**config.mk**
```make
export PLATFORM = sky130hd
export DESIGN_NAME = cursor_ctrl
export DESIGN_NICKNAME = d
export VERILOG_FILES = /design/src/rtl/cursor_pkg.sv /design/src/rtl/cursor_ctrl_btn_repeat.sv /design/src/rtl/cursor_ctrl.sv
export SDC_FILE = /design/constraint.sdc
export NUM_CORES = 1
export LEC_CHECK = 0
export CORE_MARGIN = 2
export CORE_UTILIZATION = 44
export CTS_BUF_LIST = sky130_fd_sc_hd__clkbuf_8 sky130_fd_sc_hd__clkbuf_16
export DETAILED_ROUTE_END_ITERATION = 8
export MAX_ROUTING_LAYER = met4
export PLACE_DENSITY_LB_ADDON = 0.08
export SLEW_MARGIN = 40
export SYNTH_ARGS = -nofsm -noshare
export SYNTH_HDL_FRONTEND = slang
export SYNTH_HIERARCHICAL = 1
export SYNTH_SLANG_ARGS = --single-unit
```
**constraint.sdc**
```tcl
create_clock -name clk -period 3.87 [get_ports clk]
set_input_delay 0.774 -clock clk [delete_from_list [all_inputs] [get_ports clk]]
set_output_delay 0.774 -clock clk [all_outputs]
set_load 0.1 [all_outputs]
```
**src/rtl/cursor_pkg.sv**
```systemverilog
// Shared constants and types for the cursor controller.
// Button indices, arbitration order and the per-button state enum.
package cursor_pkg;

    localparam int NUM_BTN = 5;

    typedef logic [2:0] btn_idx_t;

    localparam btn_idx_t BTN_UP     = 3'd0;
    localparam btn_idx_t BTN_DOWN   = 3'd1;
    localparam btn_idx_t BTN_LEFT   = 3'd2;
    localparam btn_idx_t BTN_RIGHT  = 3'd3;
    localparam btn_idx_t BTN_CENTER = 3'd4;

    // Highest priority first.
    localparam btn_idx_t PRIO [NUM_BTN] = '{
        BTN_CENTER, BTN_UP, BTN_DOWN, BTN_LEFT, BTN_RIGHT
    };

    typedef enum logic [1:0] {
        IDLE,
        HELD,
        REPEAT
    } btn_state_t;

    function automatic int max_int(input int a, input int b);
        return (a > b) ? a : b;
    endfunction

endpackage

```
**src/rtl/cursor_ctrl_btn_repeat.sv**
```systemverilog
// One push-button: 2-flop synchronizer, press detector and
// hold-to-repeat timer producing single-cycle event pulses.
module btn_repeat
    import cursor_pkg::*;
#(
    parameter int HOLD_CYCLES   = 50_000_000,
    parameter int REPEAT_CYCLES = 10_000_000,
    parameter bit REPEAT_EN     = 1'b1
) (
    input  logic clk,
    input  logic rst_n,
    input  logic i_raw,
    output logic o_event
);

    localparam int CW = $clog2(max_int(HOLD_CYCLES, REPEAT_CYCLES));
    localparam logic [CW-1:0] HOLD_LAST = CW'(HOLD_CYCLES - 1);
    localparam logic [CW-1:0] REP_LAST  = CW'(REPEAT_CYCLES - 1);

    logic          r_meta;
    logic          r_sync;
    btn_state_t    r_state;
    logic [CW-1:0] r_cnt;
    logic          r_event;

    always_ff @(posedge clk or negedge rst_n) begin
        if (!rst_n) begin
            r_meta <= 1'b0;
            r_sync <= 1'b0;
        end else begin
            r_meta <= i_raw;
            r_sync <= r_meta;
        end
    end

    always_ff @(posedge clk or negedge rst_n) begin
        if (!rst_n) begin
            r_state <= IDLE;
            r_cnt   <= '0;
            r_event <= 1'b0;
        end else begin
            r_event <= 1'b0;
            unique case (r_state)
                IDLE: begin
                    if (r_sync) begin
                        r_event <= 1'b1;
                        r_cnt   <= '0;
                        r_state <= HELD;
                    end
                end
                HELD: begin
                    if (!r_sync) begin
                        r_cnt   <= '0;
                        r_state <= IDLE;
                    end else if (!REPEAT_EN) begin
                        // Non-repeating button parks here until release.
                        r_cnt <= '0;
                    end else if (r_cnt == HOLD_LAST) begin
                        r_event <= 1'b1;
                        r_cnt   <= '0;
                        r_state <= REPEAT;
                    end else begin
                        r_cnt <= r_cnt + 1'b1;
                    end
                end
                REPEAT: begin
                    if (!r_sync) begin
                        r_cnt   <= '0;
                        r_state <= IDLE;
                    end else if (r_cnt == REP_LAST) begin
                        r_event <= 1'b1;
                        r_cnt   <= '0;
                    end else begin
                        r_cnt <= r_cnt + 1'b1;
                    end
                end
                default: begin
                    r_cnt   <= '0;
                    r_state <= IDLE;
                end
            endcase
        end
    end

    assign o_event = r_event;

endmodule

```
**src/rtl/cursor_ctrl.sv**
```systemverilog
// Cursor controller: five debounced/repeating buttons, fixed-priority
// arbitration and registered grid position with wrap or saturate.
module cursor_ctrl
    import cursor_pkg::*;
#(
    parameter int COLS          = 8,
    parameter int ROWS          = 4,
    parameter int HOLD_CYCLES   = 50_000_000,
    parameter int REPEAT_CYCLES = 10_000_000,
    parameter bit WRAP          = 1'b1
) (
    input  logic                      clk,
    input  logic                      rst_n,
    input  logic [4:0]                btn_raw,
    input  logic                      lock,
    output logic [$clog2(COLS)-1:0]   cur_x,
    output logic [$clog2(ROWS)-1:0]   cur_y,
    output logic                      moved,
    output logic                      edge_hit,
    output logic                      sel_pulse
);

    localparam int XW = $clog2(COLS);
    localparam int YW = $clog2(ROWS);
    localparam logic [XW-1:0] X_MAX = XW'(COLS - 1);
    localparam logic [YW-1:0] Y_MAX = YW'(ROWS - 1);

    logic [NUM_BTN-1:0] w_event;
    btn_idx_t           w_win;
    logic               w_any;

    logic [XW-1:0] r_x;
    logic [YW-1:0] r_y;
    logic          r_moved;
    logic          r_edge;
    logic          r_sel;

    for (genvar g = 0; g < NUM_BTN; g++) begin : g_btn
        btn_repeat #(
            .HOLD_CYCLES  (HOLD_CYCLES),
            .REPEAT_CYCLES(REPEAT_CYCLES),
            .REPEAT_EN    (g != int'(BTN_CENTER))
        ) u_btn (
            .clk    (clk),
            .rst_n  (rst_n),
            .i_raw  (btn_raw[g]),
            .o_event(w_event[g])
        );
    end

    // Walk lowest priority first so the highest one present wins.
    always_comb begin
        w_win = BTN_CENTER;
        w_any = 1'b0;
        for (int i = NUM_BTN - 1; i >= 0; i--) begin
            if (w_event[PRIO[i]]) begin
                w_win = PRIO[i];
                w_any = 1'b1;
            end
        end
    end

    always_ff @(posedge clk or negedge rst_n) begin
        if (!rst_n) begin
            r_x     <= '0;
            r_y     <= '0;
            r_moved <= 1'b0;
            r_edge  <= 1'b0;
            r_sel   <= 1'b0;
        end else begin
            r_moved <= 1'b0;
            r_edge  <= 1'b0;
            r_sel   <= 1'b0;
            if (w_any && !lock) begin
                unique case (w_win)
                    BTN_CENTER: r_sel <= 1'b1;
                    BTN_UP: begin
                        if (r_y != '0) begin
                            r_y     <= r_y - 1'b1;
                            r_moved <= 1'b1;
                        end else if (WRAP) begin
                            r_y     <= Y_MAX;
                            r_moved <= 1'b1;
                        end else begin
                            r_edge <= 1'b1;
                        end
                    end
                    BTN_DOWN: begin
                        if (r_y != Y_MAX) begin
                            r_y     <= r_y + 1'b1;
                            r_moved <= 1'b1;
                        end else if (WRAP) begin
                            r_y     <= '0;
                            r_moved <= 1'b1;
                        end else begin
                            r_edge <= 1'b1;
                        end
                    end
                    BTN_LEFT: begin
                        if (r_x != '0) begin
                            r_x     <= r_x - 1'b1;
                            r_moved <= 1'b1;
                        end else if (WRAP) begin
                            r_x     <= X_MAX;
                            r_moved <= 1'b1;
                        end else begin
                            r_edge <= 1'b1;
                        end
                    end
                    BTN_RIGHT: begin
                        if (r_x != X_MAX) begin
                            r_x     <= r_x + 1'b1;
                            r_moved <= 1'b1;
                        end else if (WRAP) begin
                            r_x     <= '0;
                            r_moved <= 1'b1;
                        end else begin
                            r_edge <= 1'b1;
                        end
                    end
                    default: ;
                endcase
            end
        end
    end

    assign cur_x     = r_x;
    assign cur_y     = r_y;
    assign moved     = r_moved;
    assign edge_hit  = r_edge;
    assign sel_pulse = r_sel;

endmodule

```
==> metrics.txt <==
Port-buffer cells 14; dpl cells 1234; mapped cell area 8630 sq um; f_max 372 MHz; #FFs+latches synth 135; DRT Wirelength 20.3 mm; Initial Util 0.446; Distinct cells, synth 62; min cycle time layout 2690 ps; RSZ-0062 raised after global routing false; detailed placer's ending HPWL 12.9 mm; Register Area 3380 sq um; die width 144 um; Final setup viols 0; final hold viol count 0; Skew-Pair Late Insertion Delay 430 ps; Initial DRC Count 568; DRC 0; Hold Crit Class in -> async; Critical Path, Cell by Cell ha_1 -> nand2_1 -> nand4b_2 -> o21ai_0 -> a21oi_2 -> buf_4 -> or2b_1 -> a31oi_1; Multi-input gate area 4760 sq um; Post-Synthesis Cells 1011; Hold Buf Count CTS 0; Max VDD drop 0.000366 V; first-pass detailed-route iteration total 5; Layout area overhead 8.49%; Critical Path AT 3030 ps; Final Power 4.80 mW; Routed Antenna Nets 0; post-layout util 0.484; CTS tree built; Worst Tran Pin Value 792 ps; DIE AREA 20800 sq um; relative slew slack 0.468; Crit Path Category reg -> reg; Placer Congestion 0.833; via density per instance 5.89; all-layer global routing usage 0.209; clock transition at the registers of the reported paths 70 ps; FP Rows 51; Clock Sinks 135; Nets 1023; Setup crit end kind register; Max clock buf depth 2; clk_skew 12.6 ps; DR WL/cell 16.0 um; global-route wire length before repair 34.1 mm; number of diodes 0; hold_ws 312 ps; Slowest cell on crit path a21oi_2; postcts setup bufs 0; number of synthesized flops with an enable pin 0; Setup TNS 0 ps; largest net degree at the start of global routing 80; final non-filler cell total 1266; fraction of final layout cells sized beyond drive strength 1 0.0759; max-slew violations 0; Post-CTS Resized 0; Syn Nets 1046; max_cap viols 0; CP peak stage delay 650 ps; worst-path fanout max 24; Primary FF master, synth dfrtp_1; Die Y 144 um; status finished clean; largest delay contributor family on the critical path compound AO/OA/AOI/OAI gates; CP bufs+invs 1; # fillers 1862; residual overflow from global routing 0; IO Pins 16; initial antenna violation count 0; synth warn 6; Cell Pwr Density 512 nW/um^2; vias in the first global route 6911; CP Launch Type register; Num CTS Buffers 17; post-synthesis sequential area ratio 0.391; CP required 4210 ps; total number of vias 7453; Pleak 3.84 nW; Core Region 19300 sq um; # H-tree levels 4; Root Buffer Master clkbuf_16; fin crit share 0.695; Avg Inst Size Synth 8.54 sq um; Async SR Flop Fraction 1.00
## layer usage
layer | track usage | wire [um] | up-vias
met5 | - | 0 | -
met4 | 0.0444 | 189 | 0
met3 | 0.0427 | 541 | 18
met2 | 0.326 | 9370 | 116
met1 | 0.283 | 10200 | 3595
li1 | - | - | 3724
## state kept, by name, indices dropped and copies added, names as in the netlist
name,cells
g_btn.u_btn/r_cnt,104
g_btn.u_btn/r_state,9
g_btn.u_btn/o_event,5
g_btn.u_btn/r_meta,5
g_btn.u_btn/r_sync,5
cur_x,3
cur_y,2
moved,1
sel_pulse,1
## report_power, final
group | internal [mW] | switching, mW
combinational | 0.373 | 1.13
sequential | 1.53 | 0.145
clock | 0.948 | 0.673
## metrics by stage
stage               instance area (sq um)  setup WS (ps)
global placement                     8800           1120
global route                         9370            966
CTS                                  9370           1210
detailed placement                   8780           1190
floorplan                            8630           1550
finish                               9370           1180
## worst paths after layout
path,start,to,slack [ps],cells after the start
hold reg to reg,g_btn[4].u_btn/r_meta$_DFF_PN0_,g_btn[4].u_btn/r_sync$_DFF_PN0_,350,0
setup reg to reg,g_btn[3].u_btn/r_cnt[0]$_DFFE_PN0P_,g_btn[3].u_btn/r_cnt[18]$_DFFE_PN0P_,1180,8
setup / recovery,g_btn[3].u_btn/r_cnt[0]$_DFFE_PN0P_,g_btn[3].u_btn/r_cnt[18]$_DFFE_PN0P_,1180,8
hold / removal,rst_n,g_btn[2].u_btn/r_cnt[18]$_DFFE_PN0P_,310,1
min in group clk,g_btn[4].u_btn/r_meta$_DFF_PN0_,g_btn[4].u_btn/r_sync$_DFF_PN0_,350,0
max in group asynchronous,rst_n,g_btn[3].u_btn/r_meta$_DFF_PN0_,2730,2
## layout by cell type (no fill, tap or decap), drive strengths merged, types with 9 or more instances in the layout
| cell type | instances |
|---|---|
| o21ai | 26 |
| o31a | 15 |
| inv | 44 |
| nor3 | 42 |
| clkbuf | 17 |
| or3 | 10 |
| nor2 | 41 |
| nor4 | 23 |
| o211ai | 33 |
| dfrtp | 135 |
| o2111ai | 9 |
| a31oi | 22 |
| o221ai | 54 |
| nand4 | 31 |
| o21a | 18 |
| nand3 | 47 |
| nand2 | 197 |
| nand2b | 11 |
| and4 | 12 |
| and3 | 18 |
| a21oi | 26 |
| buf | 13 |
| ha | 27 |
| nor2b | 9 |
| and2 | 25 |
## cells in the mapped netlist (all sizes together) (5+ instances only)
| library cell | count | share of area |
|---|---|---|
| nor2 | 41 | 0.019 |
| o2111ai | 9 | 0.0091 |
| and2 | 25 | 0.018 |
| o211ai | 33 | 0.029 |
| o21ai | 26 | 0.016 |
| clkbuf | 35 | 0.015 |
| or2b | 6 | 0.0052 |
| a22oi | 6 | 0.0052 |
| nor4 | 23 | 0.018 |
| inv | 42 | 0.018 |
| o221ai | 54 | 0.055 |
| mux2i | 5 | 0.0058 |
| dfrtp | 135 | 0.39 |
| or2 | 8 | 0.0058 |
| or3 | 10 | 0.0072 |
| nor3b | 5 | 0.0043 |
| nand2b | 11 | 0.0080 |
| nand3 | 47 | 0.027 |
| o31a | 15 | 0.015 |
| or4 | 8 | 0.0070 |
| a31oi | 22 | 0.016 |
| and4 | 12 | 0.012 |
| nor3 | 42 | 0.024 |
| and3 | 18 | 0.013 |
| nand4 | 31 | 0.022 |
| nor2b | 9 | 0.0065 |
| ha | 27 | 0.039 |
| buf | 26 | 0.026 |
| o21a | 18 | 0.016 |
| a21oi | 26 | 0.016 |
| nand2 | 197 | 0.086 |
## layout make-up
class | instances | area share
clock buffers | 17 | 0.0454
well taps | 265 | 0.0354
clock inverters | 15 | 0.0167
inverters | 42 | 0.0168
repair buffers | 19 | 0.0167
flip-flops and latches | 135 | 0.361
multi-input cells | 773 | 0.508
## cell families (layout without fill, tap and decap cells)
logic type | after synthesis | after routing | synth area share
AND/OR/NAND/NOR | 509 | 509 | 0.305
AO/OA/AOI/OAI | 230 | 230 | 0.198
flip-flops | 135 | 135 | 0.391
buffers and inverters | 103 | 93 | 0.0591
adder cells (fa/ha/maj) | 27 | 27 | 0.0391
multiplexers | 5 | 5 | 0.00580
other | 1 | 1 | 0.000434
XOR/XNOR | 1 | 1 | 0.00101
Power figures use the tool's default switching activity.
